File: src/rtl/wb_pkg.sv
// Shared write-back constants for the MEM/WB register and its load aligner.
//  - WDSEL_*: write-data select encodings seen at the write-back mux.
//  - F3_*   : load funct3 encodings used by the aligner.
package wb_pkg;

  localparam logic [1:0] WDSEL_ALU  = 2'd0;
  localparam logic [1:0] WDSEL_DRAM = 2'd1;
  localparam logic [1:0] WDSEL_PC4  = 2'd2;
  localparam logic [1:0] WDSEL_ILL  = 2'd3;

  localparam logic [2:0] F3_LB  = 3'b000;
  localparam logic [2:0] F3_LH  = 3'b001;
  localparam logic [2:0] F3_LW  = 3'b010;
  localparam logic [2:0] F3_LBU = 3'b100;
  localparam logic [2:0] F3_LHU = 3'b101;

endpackage

File: src/rtl/mem_wb_reg_load_align.sv
// load_align: combinational load-data alignment and extension.
// Ports:
//  word     in   XLEN  raw aligned DRAM word
//  off      in   2     byte offset within the word
//  funct3   in   3     load type
//  data     out  XLEN  selected byte/half/word, sign- or zero-extended
//  misalign out  1     access crosses its natural alignment (half odd, word non-zero)
module load_align
  import wb_pkg::*;
#(
  parameter int unsigned XLEN = 32
) (
  input  logic [XLEN-1:0] word,
  input  logic [1:0]      off,
  input  logic [2:0]      funct3,
  output logic [XLEN-1:0] data,
  output logic            misalign
);

  logic [7:0]  byte_sel;
  logic [15:0] half_sel;

  // Lane pick from the byte offset
  always_comb begin
    byte_sel = word[7:0];
    case (off)
      2'd0:    byte_sel = word[7:0];
      2'd1:    byte_sel = word[15:8];
      2'd2:    byte_sel = word[23:16];
      default: byte_sel = word[31:24];
    endcase
    half_sel = off[1] ? word[31:16] : word[15:0];
  end

  // Extension and alignment-fault detection
  always_comb begin
    data     = word;
    misalign = 1'b0;
    case (funct3)
      F3_LB:  data = {{(XLEN-8){byte_sel[7]}}, byte_sel};
      F3_LBU: data = {{(XLEN-8){1'b0}}, byte_sel};
      F3_LH: begin
        data     = {{(XLEN-16){half_sel[15]}}, half_sel};
        misalign = off[0];
      end
      F3_LHU: begin
        data     = {{(XLEN-16){1'b0}}, half_sel};
        misalign = off[0];
      end
      F3_LW:   misalign = (off != 2'd0);
      default: data = word;
    endcase
  end

endmodule

File: src/rtl/mem_wb_reg.sv
// mem_wb_reg: MEM/WB pipeline register of the RV32I core.
// Captures the MEM result bundle with load data aligned/extended ahead of the flops.
// Priority per edge: rst > flush > stall > capture. Flush clears valid/rf_we/misalign
// only; data fields keep their value.
// Ports: clk, rst (async, active-high), stall, flush, mem_* (MEM bundle in),
//  wb_* (registered WB bundle out), wb_misalign.
// Optional: define WB_INSTRET_EN to add the retire counter output instret.
module mem_wb_reg
  import wb_pkg::*;
#(
  parameter int unsigned XLEN      = 32,
  parameter int unsigned REG_AW    = 5
`ifdef WB_INSTRET_EN
  ,
  parameter int unsigned INSTRET_W = 64
`endif
) (
  input  logic              clk,
  input  logic              rst,
  input  logic              stall,
  input  logic              flush,
  input  logic              mem_valid,
  input  logic [XLEN-1:0]   mem_pc4,
  input  logic [XLEN-1:0]   mem_alu_c,
  input  logic [XLEN-1:0]   mem_dram_rd,
  input  logic [2:0]        mem_funct3,
  input  logic [REG_AW-1:0] mem_rd,
  input  logic              mem_rf_we,
  input  logic [1:0]        mem_wd_sel,
  output logic              wb_valid,
  output logic [XLEN-1:0]   wb_pc4,
  output logic [XLEN-1:0]   wb_alu_c,
  output logic [XLEN-1:0]   wb_dram_rd,
  output logic [REG_AW-1:0] wb_rd,
  output logic              wb_rf_we,
  output logic [1:0]        wb_wd_sel,
  output logic              wb_misalign
`ifdef WB_INSTRET_EN
  ,
  output logic [INSTRET_W-1:0] instret
`endif
);

  logic [XLEN-1:0] align_data;
  logic            align_mis;
  logic            mis_c;
  logic            we_c;

  load_align #(.XLEN(XLEN)) u_load_align (
    .word     (mem_dram_rd),
    .off      (mem_alu_c[1:0]),
    .funct3   (mem_funct3),
    .data     (align_data),
    .misalign (align_mis)
  );

  // Misalignment only matters when the load data is the write-back source
  assign mis_c = align_mis & (mem_wd_sel == WDSEL_DRAM);
  assign we_c  = mem_valid & mem_rf_we & (mem_rd != '0) & (mem_wd_sel != WDSEL_ILL) & ~mis_c;

  logic              valid_n, rf_we_n, mis_n;
  logic [XLEN-1:0]   pc4_n, alu_n, dram_n;
  logic [REG_AW-1:0] rd_n;
  logic [1:0]        sel_n;

  // Next-state: hold by default, flush clears control, otherwise capture
  always_comb begin
    valid_n = wb_valid;
    rf_we_n = wb_rf_we;
    mis_n   = wb_misalign;
    pc4_n   = wb_pc4;
    alu_n   = wb_alu_c;
    dram_n  = wb_dram_rd;
    rd_n    = wb_rd;
    sel_n   = wb_wd_sel;
    if (flush) begin
      valid_n = 1'b0;
      rf_we_n = 1'b0;
      mis_n   = 1'b0;
    end else if (!stall) begin
      valid_n = mem_valid;
      rf_we_n = we_c;
      mis_n   = mis_c;
      pc4_n   = mem_pc4;
      alu_n   = mem_alu_c;
      dram_n  = mis_c ? '0 : align_data;
      rd_n    = mem_rd;
      sel_n   = mem_wd_sel;
    end
  end

  // Pipeline register
  always_ff @(posedge clk or posedge rst) begin
    if (rst) begin
      wb_valid    <= 1'b0;
      wb_rf_we    <= 1'b0;
      wb_misalign <= 1'b0;
      wb_pc4      <= '0;
      wb_alu_c    <= '0;
      wb_dram_rd  <= '0;
      wb_rd       <= '0;
      wb_wd_sel   <= WDSEL_ALU;
    end else begin
      wb_valid    <= valid_n;
      wb_rf_we    <= rf_we_n;
      wb_misalign <= mis_n;
      wb_pc4      <= pc4_n;
      wb_alu_c    <= alu_n;
      wb_dram_rd  <= dram_n;
      wb_rd       <= rd_n;
      wb_wd_sel   <= sel_n;
    end
  end

`ifdef WB_INSTRET_EN
  logic [INSTRET_W-1:0] instret_q;

  // Retire counter: counts every captured valid instruction, wraps naturally
  always_ff @(posedge clk or posedge rst) begin
    if (rst) begin
      instret_q <= '0;
    end else if (!flush && !stall && mem_valid) begin
      instret_q <= instret_q + INSTRET_W'(1);
    end
  end

  assign instret = instret_q;
`endif

endmodule

File: config.mk
export PLATFORM = sky130hd
export DESIGN_NAME = mem_wb_reg
export DESIGN_NICKNAME = d
export VERILOG_FILES = /design/src/rtl/wb_pkg.sv /design/src/rtl/mem_wb_reg_load_align.sv /design/src/rtl/mem_wb_reg.sv
export SDC_FILE = /design/constraint.sdc
export NUM_CORES = 1
export LEC_CHECK = 0
export ABC_AREA = 1
export BUFFER_PORTS_ARGS = -buffer_cell sky130_fd_sc_hd__clkbuf_2
export CORE_ASPECT_RATIO = 0.7
export CORE_UTILIZATION = 27
export DETAILED_ROUTE_END_ITERATION = 10
export GPL_TIMING_DRIVEN = 0
export PLACE_DENSITY_LB_ADDON = 0.2
export SYNTH_ARGS = -nofsm -noshare
export SYNTH_HDL_FRONTEND = slang
export SYNTH_SLANG_ARGS = --single-unit
File: constraint.sdc
create_clock -name clk -period 4.7 [get_ports clk]
set_input_delay 1.175 -clock clk [delete_from_list [all_inputs] [get_ports clk]]
set_output_delay 1.175 -clock clk [all_outputs]
set_load 0.05 [all_outputs]
# Word-level counts from Yosys, hierarchy flattened
# Cells that the tools add are included.
# Widths: inputs -> output; s select.
[word_totals]
regBits = 106
wordCells = 42
out_inout_bits = 106
[classes]
n_reduce_logical = 6
n_mux = 11
bitwise_logic = 8
eq_ne = 9
[ops]
columns = ["op", "count"]
rows = [
  ["$pmux 32 s4", 1],
  ["$mux 32", 1],
  ["$pmux 8 s3", 1],
  ["$mux 16", 1],
  ["$eq 3x3->1 const B", 2],
  ["$mux 1", 6],
  ["$and 1x1->1", 5],
  ["$reduce_bool 5->1", 1],
  ["$eq 2x1->1 const B", 2],
  ["$eq 3x1->1 const B", 1],
  ["$eq 3x2->1 const B", 1],
  ["$logic_not 3->1", 1],
  ["$not 1->1", 3],
  ["$eq 2x2->1 const B", 1],
  ["$logic_not 2->1", 1],
  ["$ne 2x1->1 const B", 1],
  ["$ne 2x2->1 const B", 1],
  ["$pmux 1 s2", 1],
  ["$reduce_and 2->1", 1],
  ["$reduce_bool 2->1", 1],
  ["$reduce_or 2->1", 1],
]

# Depth between registers and ports, before layout
[depth]
depth_word = 8
ltp_mapped = 10
mapped_depth_nobuf = 8

# Modules after synthesis
# Synthesis repeated with hierarchy kept, for this count alone.
[unflattened]
hier_cells = 653
area_unflattened_um2 = 5002.3
[modules_own_cells]
columns = ["module", "area_each_um2", "cells_per_inst", "seq_area_each_um2", "n_inst"]
rows = [
  ["mem_wb_reg", 4041.4, 457, 2652.5, 1],
  ["load_align", 960.9, 196, 0.0, 1],
]

# Least setup slack after synthesis
# No wires, ideal clock.
[synth_timing]
kind = "in2reg"
startpoint = "in mem_funct3[1]"
endpoint = "reg wb_dram_rd[16]"
path_slack_ps = 2522
stages = 9
n_path_buf = 2
required_time_ps = 4634
t_arrival_ps = 2112
setup_ps = 66
cell_sequence = "buf_4 -> clkinv_2 -> nand2_2 -> nor2_2 -> nand3_4 -> nand2_4 -> buf_6 -> nand2_2 -> nand2_1"
[synth_via]
elab_chain_len = 5
elab_cells_between_ends = 10
cone_classes = "eq/ne (4); mux (3); bitwise (1); reduce/logical (2)"
[synth_rtl]
columns = ["item", "line", "rtl"]
rows = [
  ["start: declaration", "mem_wb_reg.sv:26", "input logic [2:0] mem_funct3,"],
  ["$eq 3x1->1 / $eq 3x3->1 (equally long branches)", "mem_wb_reg_load_align.sv:39", "case (funct3)"],
  ["$reduce_or 2->1 (no source line)", "--", ""],
  ["$pmux 1 s2", "mem_wb_reg_load_align.sv:39", ""],
  ["$and 1x1->1", "mem_wb_reg.sv:58", "assign mis_c = align_mis & (mem_wd_sel == WDSEL_DRAM);"],
  ["$mux 32 (*)", "mem_wb_reg.sv:86", "dram_n = mis_c ? '0 : align_data;"],
  ["end signal: assignment", "mem_wb_reg.sv:109", "wb_dram_rd <= dram_n;"],
  ["end: declaration", "mem_wb_reg.sv:33", "output logic [XLEN-1:0] wb_dram_rd,"],
]
# Mark *: on every way between the ends. The rest lies on a longest branch, timed or not.
# A chain may end at the register's enable or synchronous reset.

# Worst setup path in the final report
[layout_timing]
startpoint = "in mem_funct3[0]"
endpoint = "reg wb_dram_rd[7]"
# The elaborated chain is that of the path after synthesis.

==> results.sh <==
export IMPL_ir_worst_vdd_mv=0.195
export IMPL_synth_edf_count=0
export IMPL_synth_warnings=0
export IMPL_worstPathRequired_ns=4.93
export IMPL_max_freq_mhz=430
export IMPL_worstMarginPinSlew_ns=0.536
export IMPL_pin_count=218
export IMPL_final_setup_tns_ns=0
export IMPL_areaGrowthSynthToFinish_pct=33.4
export IMPL_hold_class="reg -> reg"
export IMPL_grt_overflow_total=0
export IMPL_final_period_utilization=0.495
export IMPL_place_port_buffers=215
export IMPL_antenna_found_initial=0
export IMPL_ys_ff_latch=106
export IMPL_die_area_sq_um=19500
export IMPL_crit_top_cell="nand2_1"
export IMPL_synth_distinct_cells=20
export IMPL_finalMaxSlewViolations=0
export IMPL_p_sw_mw=1.10
export IMPL_status="finished with violations"
export IMPL_synth_top_cell_area_share=0.520
export IMPL_min_from="wb_alu_c[19]$_DFFE_PP0P_"
export IMPL_cts_tree="built"
export IMPL_drtAntennaViolNets=0
export IMPL_wl_um=16600
export IMPL_grt_max_degree=68
export IMPL_p_comb_frac=0.320
export IMPL_cts_root_buffer="clkbuf_16"
export IMPL_async_reset_ff_frac=1.00
export IMPL_coreArea_sq_um=18300
export IMPL_clk_pin_slew_ns=0.07
export IMPL_fin_nets=1035
export IMPL_grt_total_usage=0.171
export IMPL_path_delay_family="simple AND/OR/NAND/NOR gates"
export IMPL_ctsHoldBuffers=0
export IMPL_start_kind="input port"
export IMPL_reg2reg_to="wb_misalign$_DFFE_PP0P_"
export IMPL_hold_end="wb_alu_c[19]$_DFFE_PP0P_"
export IMPL_ys_top_cells_by_area="dfrtp_1 52%, nand2_1 29%, a21oi_1 3.8%"
export IMPL_worstRegToRegCells=2
export IMPL_vias=5006
export IMPL_leakagePower_nw=4.03
export IMPL_drtIter0Drc=373
export IMPL_max_slew_margin=0.642
export IMPL_hpwlAfterDp_um=12700
export IMPL_drive_gt1_frac=0.294
export IMPL_setup_viol=0
export IMPL_power_density_nw_per_um2=410
export IMPL_path_cells="clkbuf_2, buf_2, nand3_1, nand2_1, nand2_1, nand2_1, nor2_1, nand2_1, nand2_1"
export IMPL_gp_congestion=0.863
export IMPL_synth_ff_type="dfrtp_1"
export IMPL_crit_slowest_cell="nand2_1"
export IMPL_yosysTopAreaCell="dfrtp_1"
export IMPL_clockBufferDepth=2
export IMPL_drc=15
export IMPL_clock_skew_final_ns=0
export IMPL_yosysMostFrequentCell="nand2_1"
export IMPL_avgRoutedWirePerCell_um=14.3
export IMPL_n_antenna_cell=0
export IMPL_hold_violations=0
export IMPL_switching_share=0.394
export IMPL_cts_sinks=106
export IMPL_p_seq_frac=0.392
export IMPL_cp_end_kind="flip-flop"
export IMPL_cp_arrival_ns=2.56
export IMPL_ctsResizeCount=0
export IMPL_grt_pass1_wl_um=25500
export IMPL_path_class="in -> reg"
export IMPL_final_core_util=0.373
export IMPL_crit_buf_inv=2
export IMPL_n_fill_cell=1998
export IMPL_syn_inst=696
export IMPL_violations="DRC"
export IMPL_r2r_slack_ns=4.05
export IMPL_netlist_area_sq_um=5100
export IMPL_avgViaCountPerCell=4.31
export IMPL_die_w_um=166
export IMPL_dr_pass1_iters=8
export IMPL_fin_crit_ns=2.33
export IMPL_rsz0062_at_grt="no"
export IMPL_cts_made_buffers=9
export IMPL_htreeDepth=3
export IMPL_start_util=0.279
export IMPL_synth_seq_area_share=0.520
export IMPL_post_cts_setup_buffers=0
export IMPL_setup_ws_ns=2.37
export IMPL_rows=41
export IMPL_synth_net_count=808
export IMPL_clk_insertion_delay_late_ns=0.33
export IMPL_grt_pass1_vias=4587
export IMPL_dp_slack_ns=2.01
export IMPL_syn_mean_instance_area_sq_um=7.33
export IMPL_whs_path_depth=2
export IMPL_hold_worst_slack_ns=0.471
export IMPL_power_internal_mw=1.69
export IMPL_p_clk_frac=0.288
export IMPL_fp_dieH_um=117
export IMPL_max_stage_delay_ns=0.30
export IMPL_r2r_start="wb_misalign$_DFFE_PP0P_"
export IMPL_cp_max_fo=10
export IMPL_maxCapViolations=0
export IMPL_synthTopCellsByCount="391 x nand2_1, 106 x dfrtp_1, 39 x a21oi_1"
-- logic make-up (layout without fill, tap and decap cells) --
kind of cell | after synthesis | count (layout) | synth area share
AOI/OAI and AO/OA | 72 | 72 | 0.0706
DFF | 106 | 106 | 0.520
buffers and inverters | 70 | 300 | 0.0606
and+or+nand+nor | 448 | 448 | 0.349
-- flip-flops by register name (all words and copies together) (netlist names) --
signal / flops
wb_alu_c: 32
wb_dram_rd: 32
wb_pc4: 32
wb_rd: 5
wb_wd_sel: 2
wb_misalign: 1
wb_rf_we: 1
wb_valid: 1
-- routing by layer --
layer | vias to the layer above | GRT usage | share of wire
met5 | - | 0 | 0
met4 | 0 | 0.0321 | 0.0037
met3 | 5 | 0.0595 | 0.10
met2 | 185 | 0.239 | 0.40
met1 | 2218 | 0.253 | 0.49
li1 | 2598 | - | -
-- how the worst max path moves through the flow --
stage | depth (start not counted) | from | to
3_3_place_gp | 2 | rst | wb_dram_rd[19]$_DFFE_PP0P_
6_report | 9 | mem_funct3[0] | wb_dram_rd[7]$_DFFE_PP0P_
4_1_cts | 9 | mem_funct3[0] | wb_dram_rd[7]$_DFFE_PP0P_
2_1_floorplan | 1 | rst | wb_alu_c[0]$_DFFE_PP0P_
3_5_place_dp | 6 | stall | wb_alu_c[3]$_DFFE_PP0P_
5_1_grt | 9 | mem_funct3[0] | wb_dram_rd[7]$_DFFE_PP0P_
-- power by group through the flow --
stage | clock network, mW | logic [mW] | registers (mW)
global placement | 0 | 0.895 | 1.11
finish | 0.804 | 0.892 | 1.09
floorplan | 0 | 0.215 | 1.53
global route | 0.867 | 0.962 | 1.11
CTS | 0.836 | 0.900 | 1.09
detailed placement | 0 | 0.899 | 1.11
-- layout make-up --
| type | instances | area, sq um | area share |
|---|---|---|---|
| clock buffers | 9 | 225 | 0.0331 |
| repair buffers | 216 | 1100 | 0.162 |
| clock inverters | 5 | 78.8 | 0.0116 |
| inverters | 34 | 131 | 0.0193 |
| flip-flops and latches | 106 | 2650 | 0.390 |
| well taps | 236 | 295 | 0.0434 |
| multi-input cells | 520 | 2140 | 0.314 |
| plain buffers | 36 | 180 | 0.0265 |
-- metrics by stage --
step,power (mW),cell area [sq um],std cells
2_1_floorplan,1.74,5100,696
3_3_place_gp,2.01,6470,1147
3_5_place_dp,2.01,6500,1148
4_1_cts,2.83,6810,1162
5_1_grt,2.94,6810,1162
6_report,2.79,6810,1162
-- placed cells by master (no fill, tap or decap) --
master     netlist  final
nor2_2           2      2
nand3_1         21     21
dfrtp_1        106    106
inv_6            0      1
nor3_1           2      2
nor2_4           1      1
inv_2            3      3
buf_16           0      1
clkbuf_1        17     17
clkbuf_16        0      9
nand2_1        391    391
clkbuf_2         0    215
inv_4            0      1
bufinv_16        0      2
buf_6            3      3
clkinv_2         1      3
a21oi_1         39     39
o21ai_0         33     33
nand3_4          1      1
nor2_1          16     16
or2_4            1      1
buf_4            1      1
buf_2           15     15
nand2_2         12     12
nand2_4          1      1
inv_1           30     29
-- worst min-delay path: stages (launching register included) --
cell and delay, ns:
dfrtp_1 0.34, nand2_1 0.05, nand2_1 0.04
Note: power is estimated with default switching activity, not from simulation.
